## src/rtl/alu_core.sv

```systemverilog
// Registered RV32I execute-stage ALU: result, zero/branch-taken flag and valid strobe, one cycle latency.
// Optional status flags (carry, overflow, negative) are built when ALU_FLAGS_EN is defined.
module alu_core #(
  parameter int WIDTH = 32
) (
  input  logic             clk,
  input  logic             rst_n,
  input  logic             in_valid,
  input  logic [WIDTH-1:0] in1,
  input  logic [WIDTH-1:0] in2,
  input  logic [3:0]       alu_sel,
  input  logic [2:0]       func3,
  output logic             out_valid,
  output logic [WIDTH-1:0] result,
  output logic             zero
`ifdef ALU_FLAGS_EN
  ,
  output logic             carry,
  output logic             overflow,
  output logic             negative
`endif
);

  localparam int SHW = $clog2(WIDTH);

  localparam logic [3:0] SEL_ADD  = 4'b0000;
  localparam logic [3:0] SEL_SUB  = 4'b0001;
  localparam logic [3:0] SEL_BR   = 4'b0010;
  localparam logic [3:0] SEL_PASS = 4'b0011;
  localparam logic [3:0] SEL_OR   = 4'b0100;
  localparam logic [3:0] SEL_AND  = 4'b0101;
  localparam logic [3:0] SEL_XOR  = 4'b0111;
  localparam logic [3:0] SEL_SRL  = 4'b1000;
  localparam logic [3:0] SEL_SLL  = 4'b1001;
  localparam logic [3:0] SEL_SRA  = 4'b1010;
  localparam logic [3:0] SEL_SLT  = 4'b1101;
  localparam logic [3:0] SEL_SLTU = 4'b1111;

  logic [SHW-1:0]   shamt;
  logic [WIDTH-1:0] diff;
  logic             eq, lt_s, lt_u;
  logic             br_taken;
  logic [WIDTH-1:0] result_d, result_q;
  logic             zero_d, zero_q;
  logic             valid_q;

  assign shamt = in2[SHW-1:0];
  assign diff  = in1 - in2;
  assign eq    = (in1 == in2);
  // True signed compare so overflowing differences cannot flip the answer.
  assign lt_s  = ($signed(in1) < $signed(in2));
  assign lt_u  = (in1 < in2);

  always_comb begin
    br_taken = 1'b0;
    case (func3)
      3'b000:  br_taken = eq;
      3'b001:  br_taken = !eq;
      3'b100:  br_taken = lt_s;
      3'b101:  br_taken = !lt_s;
      3'b110:  br_taken = lt_u;
      3'b111:  br_taken = !lt_u;
      default: br_taken = 1'b0;
    endcase
  end

  always_comb begin
    result_d = '0;
    case (alu_sel)
      SEL_ADD:  result_d = in1 + in2;
      SEL_SUB:  result_d = diff;
      SEL_BR:   result_d = diff;
      SEL_PASS: result_d = in2;
      SEL_OR:   result_d = in1 | in2;
      SEL_AND:  result_d = in1 & in2;
      SEL_XOR:  result_d = in1 ^ in2;
      SEL_SRL:  result_d = in1 >> shamt;
      SEL_SLL:  result_d = in1 << shamt;
      SEL_SRA:  result_d = $signed(in1) >>> shamt;
      SEL_SLT:  result_d = {{(WIDTH-1){1'b0}}, lt_s};
      SEL_SLTU: result_d = {{(WIDTH-1){1'b0}}, lt_u};
      default:  result_d = '0;
    endcase
    zero_d = (alu_sel == SEL_BR) ? br_taken : (result_d == '0);
  end

`ifdef ALU_FLAGS_EN
  logic [WIDTH:0] add_w, sub_w;
  logic           carry_d, ovf_d;
  logic           carry_q, ovf_q, neg_q;

  assign add_w = {1'b0, in1} + {1'b0, in2};
  assign sub_w = {1'b0, in1} - {1'b0, in2};

  // For subtraction the carry is the inverted borrow, as in most ISAs' C flag.
  always_comb begin
    carry_d = 1'b0;
    ovf_d   = 1'b0;
    case (alu_sel)
      SEL_ADD: begin
        carry_d = add_w[WIDTH];
        ovf_d   = (in1[WIDTH-1] == in2[WIDTH-1]) && (add_w[WIDTH-1] != in1[WIDTH-1]);
      end
      SEL_SUB, SEL_BR: begin
        carry_d = !sub_w[WIDTH];
        ovf_d   = (in1[WIDTH-1] != in2[WIDTH-1]) && (sub_w[WIDTH-1] != in1[WIDTH-1]);
      end
      default: begin
        carry_d = 1'b0;
        ovf_d   = 1'b0;
      end
    endcase
  end

  always_ff @(posedge clk or negedge rst_n) begin
    if (!rst_n) begin
      carry_q <= 1'b0;
      ovf_q   <= 1'b0;
      neg_q   <= 1'b0;
    end else if (in_valid) begin
      carry_q <= carry_d;
      ovf_q   <= ovf_d;
      neg_q   <= result_d[WIDTH-1];
    end
  end

  assign carry    = carry_q;
  assign overflow = ovf_q;
  assign negative = neg_q;
`endif

  always_ff @(posedge clk or negedge rst_n) begin
    if (!rst_n) begin
      valid_q  <= 1'b0;
      result_q <= '0;
      zero_q   <= 1'b0;
    end else begin
      valid_q <= in_valid;
      if (in_valid) begin
        result_q <= result_d;
        zero_q   <= zero_d;
      end
    end
  end

  assign out_valid = valid_q;
  assign result    = result_q;
  assign zero      = zero_q;

endmodule

```

## config.mk

```make
export PLATFORM = sky130hd
export DESIGN_NAME = alu_core
export DESIGN_NICKNAME = d
export VERILOG_FILES = /design/src/rtl/alu_core.sv
export SDC_FILE = /design/constraint.sdc
export NUM_CORES = 1
export LEC_CHECK = 0
export ABC_CLOCK_PERIOD_IN_PS = 1100
export CAP_MARGIN = 20
export CORE_AREA = 2 2 219 221
export CTS_CLUSTER_DIAMETER = 40
export DETAILED_ROUTE_END_ITERATION = 6
export DIE_AREA = 0 0 221 223
export GPL_TIMING_DRIVEN = 0
export HOLD_SLACK_MARGIN = 0.03
export PLACE_DENSITY = 0.45
export SYNTH_ARGS = -nofsm -noshare
export SYNTH_HDL_FRONTEND = slang
export SYNTH_SLANG_ARGS = --single-unit
```

## constraint.sdc

```tcl
create_clock -name clk -period 1.1 [get_ports clk]
set_input_delay 0.165 -clock clk [delete_from_list [all_inputs] [get_ports clk]]
set_output_delay 0.165 -clock clk [all_outputs]
set_load 0.1 [all_outputs]
```

==> impl_metrics.csv <==
group,metric,value,unit
outcome,status,"finished with violations",
outcome,violations,"negative setup slack",
setup_path,critPathKind,"in -> reg",
yosys,number_of_enable_type_register_cells_in_the_synthesized_netlist,0,
power_and_ir_drop,p_sw_frac,0.548,
layout,footprint_of_the_multi_input_gates,12200,µm²
clock_tree,numCtsBuffers,5,
timing,worst_pin_slew,0.940,ns
timing,final-hold-violation-count,0,
worst_hold_path,holdCritPathClass,"in -> reg",
yosys,synth-warning-count,0,
yosys,synth_top_cells_by_count,"148 x sky130_fd_sc_hd__nor2_1, 118 x sky130_fd_sc_hd__a21oi_1, 118 x sky130_fd_sc_hd__nand2_1",
placement,place.detailed.hpwl,66800,µm
layout,final_util,0.384,
power_and_ir_drop,total_switching_power,0.00826,W
timing,tns,-60.67,ns
layout,layout.cells.non_filler,2472,
yosys,synth_top_cell_by_area,"sky130_fd_sc_hd__mux4_2",
routing,first_iter_violations,2167,
placement,placed_cells_incl_taps,2340,
timing,timing.final.crit_share,3.59,
yosys,synth_cell_area,12100,µm²
timing,worst_slew_margin_rel,0.372,
run,max_cap_violations,0,
yosys,cell_count_after_synthesis,1611,
power_and_ir_drop,pwr-share-seq,0.108,
clock_tree,worst_setup_hold_path_clk_slew,0.06,ns
yosys,yosys.cell_count.top_type,"sky130_fd_sc_hd__nor2_1",
clock_tree,cts_root_buffer,"sky130_fd_sc_hd__clkbuf_16",
global_routing,gr-usage-all-layers,0.336,
power_and_ir_drop,power.combinational.fraction,0.796,
timing,rsz0062_at_grt,"true",
global_routing,met1_usage,0.451,
yosys,synth.lib_cells_used.distinct,93,
timing,final-setup-viol-count,33,
placement,io_buffers,106,
clock_tree,cts_tree,"built",
setup_path,critical_path_required,1.29,ns
yosys,synth_nets,1789,
floorplanning,die_h,223,µm
routing,detail_route.wirelength,86200,µm
floorplanning,width_of_the_chip,221,µm
power_and_ir_drop,p_clk_frac,0.095,
timing,timing.fmax,253,MHz
yosys,yosysSeqAreaShare,0.0702,
timing,layout_setup_ws,-2.85,ns
routing,num_vias,15900,
routing,viasPerCell,6.43,
global_routing,grt_antenna_before_repair,0,
timing,clock-skew-final,0,ns
setup_path,worst_setup_path_end_kind,"flop",
yosys,async_reset_ff_frac,1.00,
global_routing,groute.layer.met2.usage,0.518,
global_routing,number_of_global_route_vias_before_repair,15300,
timing,timing_max_transition_violations_final,0,
floorplanning,placeableCoreArea,47100,µm²
floorplanning,floorplan.initialDensity,0.257,
setup_path,arrival_time_of_data_at_the_critical_path_endpoint,4.14,ns
power_and_ir_drop,max-vdd-ir-drop,0.000724,V
global_routing,pin_count_of_the_biggest_net_entering_global_routing,35,
layout,finalNetCount,2033,
layout,layout-drive-gt1-share,0.400,
yosys,syn-mean-instance-area,7.53,µm²
setup_path,critical_path.max_fanout,9,
global_routing,grt_first_pass_wirelength,120000,µm
power_and_ir_drop,power.total,0.0151,W
placement,place_congestion,1.04,
power_and_ir_drop,internal_power,0.00681,W
setup_path,timing.critical_path.from_type,"primary input",
layout,sequential_cell_area,851,µm²
global_routing,most_used_layer_global_route,"met2",
routing,wl_per_cell,34.9,µm
global_routing,grt-ovfl-total,0,
layout,fillCellCount,4865,
yosys,post_synth_main_area_contributors,"sky130_fd_sc_hd__mux4_2 11%, sky130_fd_sc_hd__ha_1 11%, sky130_fd_sc_hd__dfrtp_1 7.0%, sky130_fd_sc_hd__mux2i_1 5.1%, sky130_fd_sc_hd__a21oi_1 4.9%",
global_routing,grt_use_met3,0.0766,
yosys,synth.ff_latch_count,34,
power_and_ir_drop,p_leak,7.23,nW
yosys,yosysTopAreaCellShare,0.108,
clock_tree,clock_path_buffers,2,
timing,final_period_minus_worst_setup_slack,3.95,ns
floorplanning,num_rows,80,
floorplanning,die-area,49300,µm²
routing,drcViolationCount,0,
routing,route.antenna.remaining_nets,0,
routing,detailedRoute.firstPassIterationCount,6,
floorplanning,num_io_pins,108,
power_and_ir_drop,power-per-cell-area,831,nW/µm²
clock_tree,cts_htree_levels,2,
yosys,synth_top_flop_cell,"sky130_fd_sc_hd__dfrtp_1",
clock_tree,insertion_delay,0.28,ns
clock_tree,tritoncts_num_sinks,34,
layout,area_delta_synth_final,49.4,%
[stage by stage]
step | hold slack (ns) | cell area, µm² | setup slack, ns
after floorplan | -0.131 | 12600 | -2.62
after global placement | 0.469 | 14500 | -5.47
after detailed placement | 0.286 | 14500 | -4.89
after CTS | 0.355 | 17300 | -2.76
after global routing | 0.361 | 18100 | -2.95
final | 0.355 | 18100 | -2.85
[metal layers]
metal	part of all wire	vias to the layer above
li1	-	6636
met1	0.41	8005
met4	0.057	0
met5	0	-
met2	0.43	1023
met3	0.10	231
[power groups by stage]
stage	Sequential [W]	Combinational, W	Clock, W
after CTS	0.00162	0.0111	0.00147
after global routing	0.00166	0.0124	0.00153
after global placement	0.00161	0.00950	0
final	0.00163	0.0120	0.00144
after detailed placement	0.00161	0.00945	0
after floorplan	0.00317	0.00454	0
[registers in the layout, indices dropped and copies added (netlist names)]
register   cells
out_valid      1
result        32
zero           1
[placed cells by master, fill, tap and decap left out, types with 15 or more instances in the layout]
cell type / count
sky130_fd_sc_hd__a21oi_1: 88
sky130_fd_sc_hd__a21oi_2: 25
sky130_fd_sc_hd__and3_1: 18
sky130_fd_sc_hd__buf_12: 23
sky130_fd_sc_hd__buf_4: 131
sky130_fd_sc_hd__buf_6: 67
sky130_fd_sc_hd__clkbuf_2: 31
sky130_fd_sc_hd__clkbuf_4: 29
sky130_fd_sc_hd__clkdlybuf4s50_1: 17
sky130_fd_sc_hd__dfrtp_1: 34
sky130_fd_sc_hd__ha_1: 81
sky130_fd_sc_hd__inv_1: 85
sky130_fd_sc_hd__mux2_2: 40
sky130_fd_sc_hd__mux2i_1: 48
sky130_fd_sc_hd__mux4_2: 58
sky130_fd_sc_hd__nand2_1: 110
sky130_fd_sc_hd__nand2b_1: 20
sky130_fd_sc_hd__nand3_1: 28
sky130_fd_sc_hd__nand4_1: 18
sky130_fd_sc_hd__nor2_1: 138
sky130_fd_sc_hd__nor2b_1: 17
sky130_fd_sc_hd__nor3_1: 30
sky130_fd_sc_hd__o211ai_1: 32
sky130_fd_sc_hd__o21ai_0: 46
sky130_fd_sc_hd__o22ai_1: 25
sky130_fd_sc_hd__xnor2_1: 15
[logic make-up after synthesis]
group	Yosys count	synth area share
AOI/OAI and AO/OA	520	0.302
xor gates and xnor gates	19	0.0137
adders and majority gates	104	0.109
buffers and inverters	248	0.0847
DFF	34	0.0702
muxes	174	0.211
and+or+nand+nor	512	0.210
[final cells by class]
type,instances,share of cell area
Tap cell,615,0.0425
Timing Repair Buffer,249,0.125
Clock inverter,1,0.000276
Buffer,138,0.0810
Multi-Input combinational cell,1329,0.673
Antenna cell,1,0.000138
Inverter,98,0.0232
Clock buffer,7,0.00787
Sequential cell,34,0.0469
[timing repair]
item / CTS / global route
endpoints found under the hold margin: 34 / 0
pin swaps: 97 / 55
setup endpoints to repair: 67 / 84
buffers inserted: 107 / 30
gates resized for setup: 883 / 158
hold buffers: 1 / 0
gates cloned: 0 / 1
[critical path: stages]
cell,delay [ns]
sky130_fd_sc_hd__clkdlybuf4s50_1,0.64
sky130_fd_sc_hd__inv_1,0.15
sky130_fd_sc_hd__ha_4,0.37
sky130_fd_sc_hd__inv_1,0.15
sky130_fd_sc_hd__o31a_1,0.36
sky130_fd_sc_hd__o21ai_1,0.27
sky130_fd_sc_hd__a31oi_1,0.19
sky130_fd_sc_hd__buf_4,0.18
sky130_fd_sc_hd__nand2_2,0.09
sky130_fd_sc_hd__buf_4,0.13
sky130_fd_sc_hd__a2111oi_4,0.06
sky130_fd_sc_hd__a311o_1,0.42
sky130_fd_sc_hd__a21oi_2,0.16
sky130_fd_sc_hd__nand4_1,0.10
sky130_fd_sc_hd__or4_4,0.53
sky130_fd_sc_hd__o31ai_2,0.18
[worst paths after layout]
check | cells after the start | to | from | slack, ns
setup / recovery | 16 | zero | in2[16] | -2.85
hold / removal | 1 | out_valid | in_valid | 0.36
setup reg to reg | 2 | result[28] | result[28] | 0.24
hold reg to reg | 1 | result[1] | result[1] | 0.50
max in group asynchronous | 2 | result[29] | rst_n | 0.34
min in group asynchronous | 2 | result[5] | rst_n | 0.41
(Power assumes the default switching activity.)
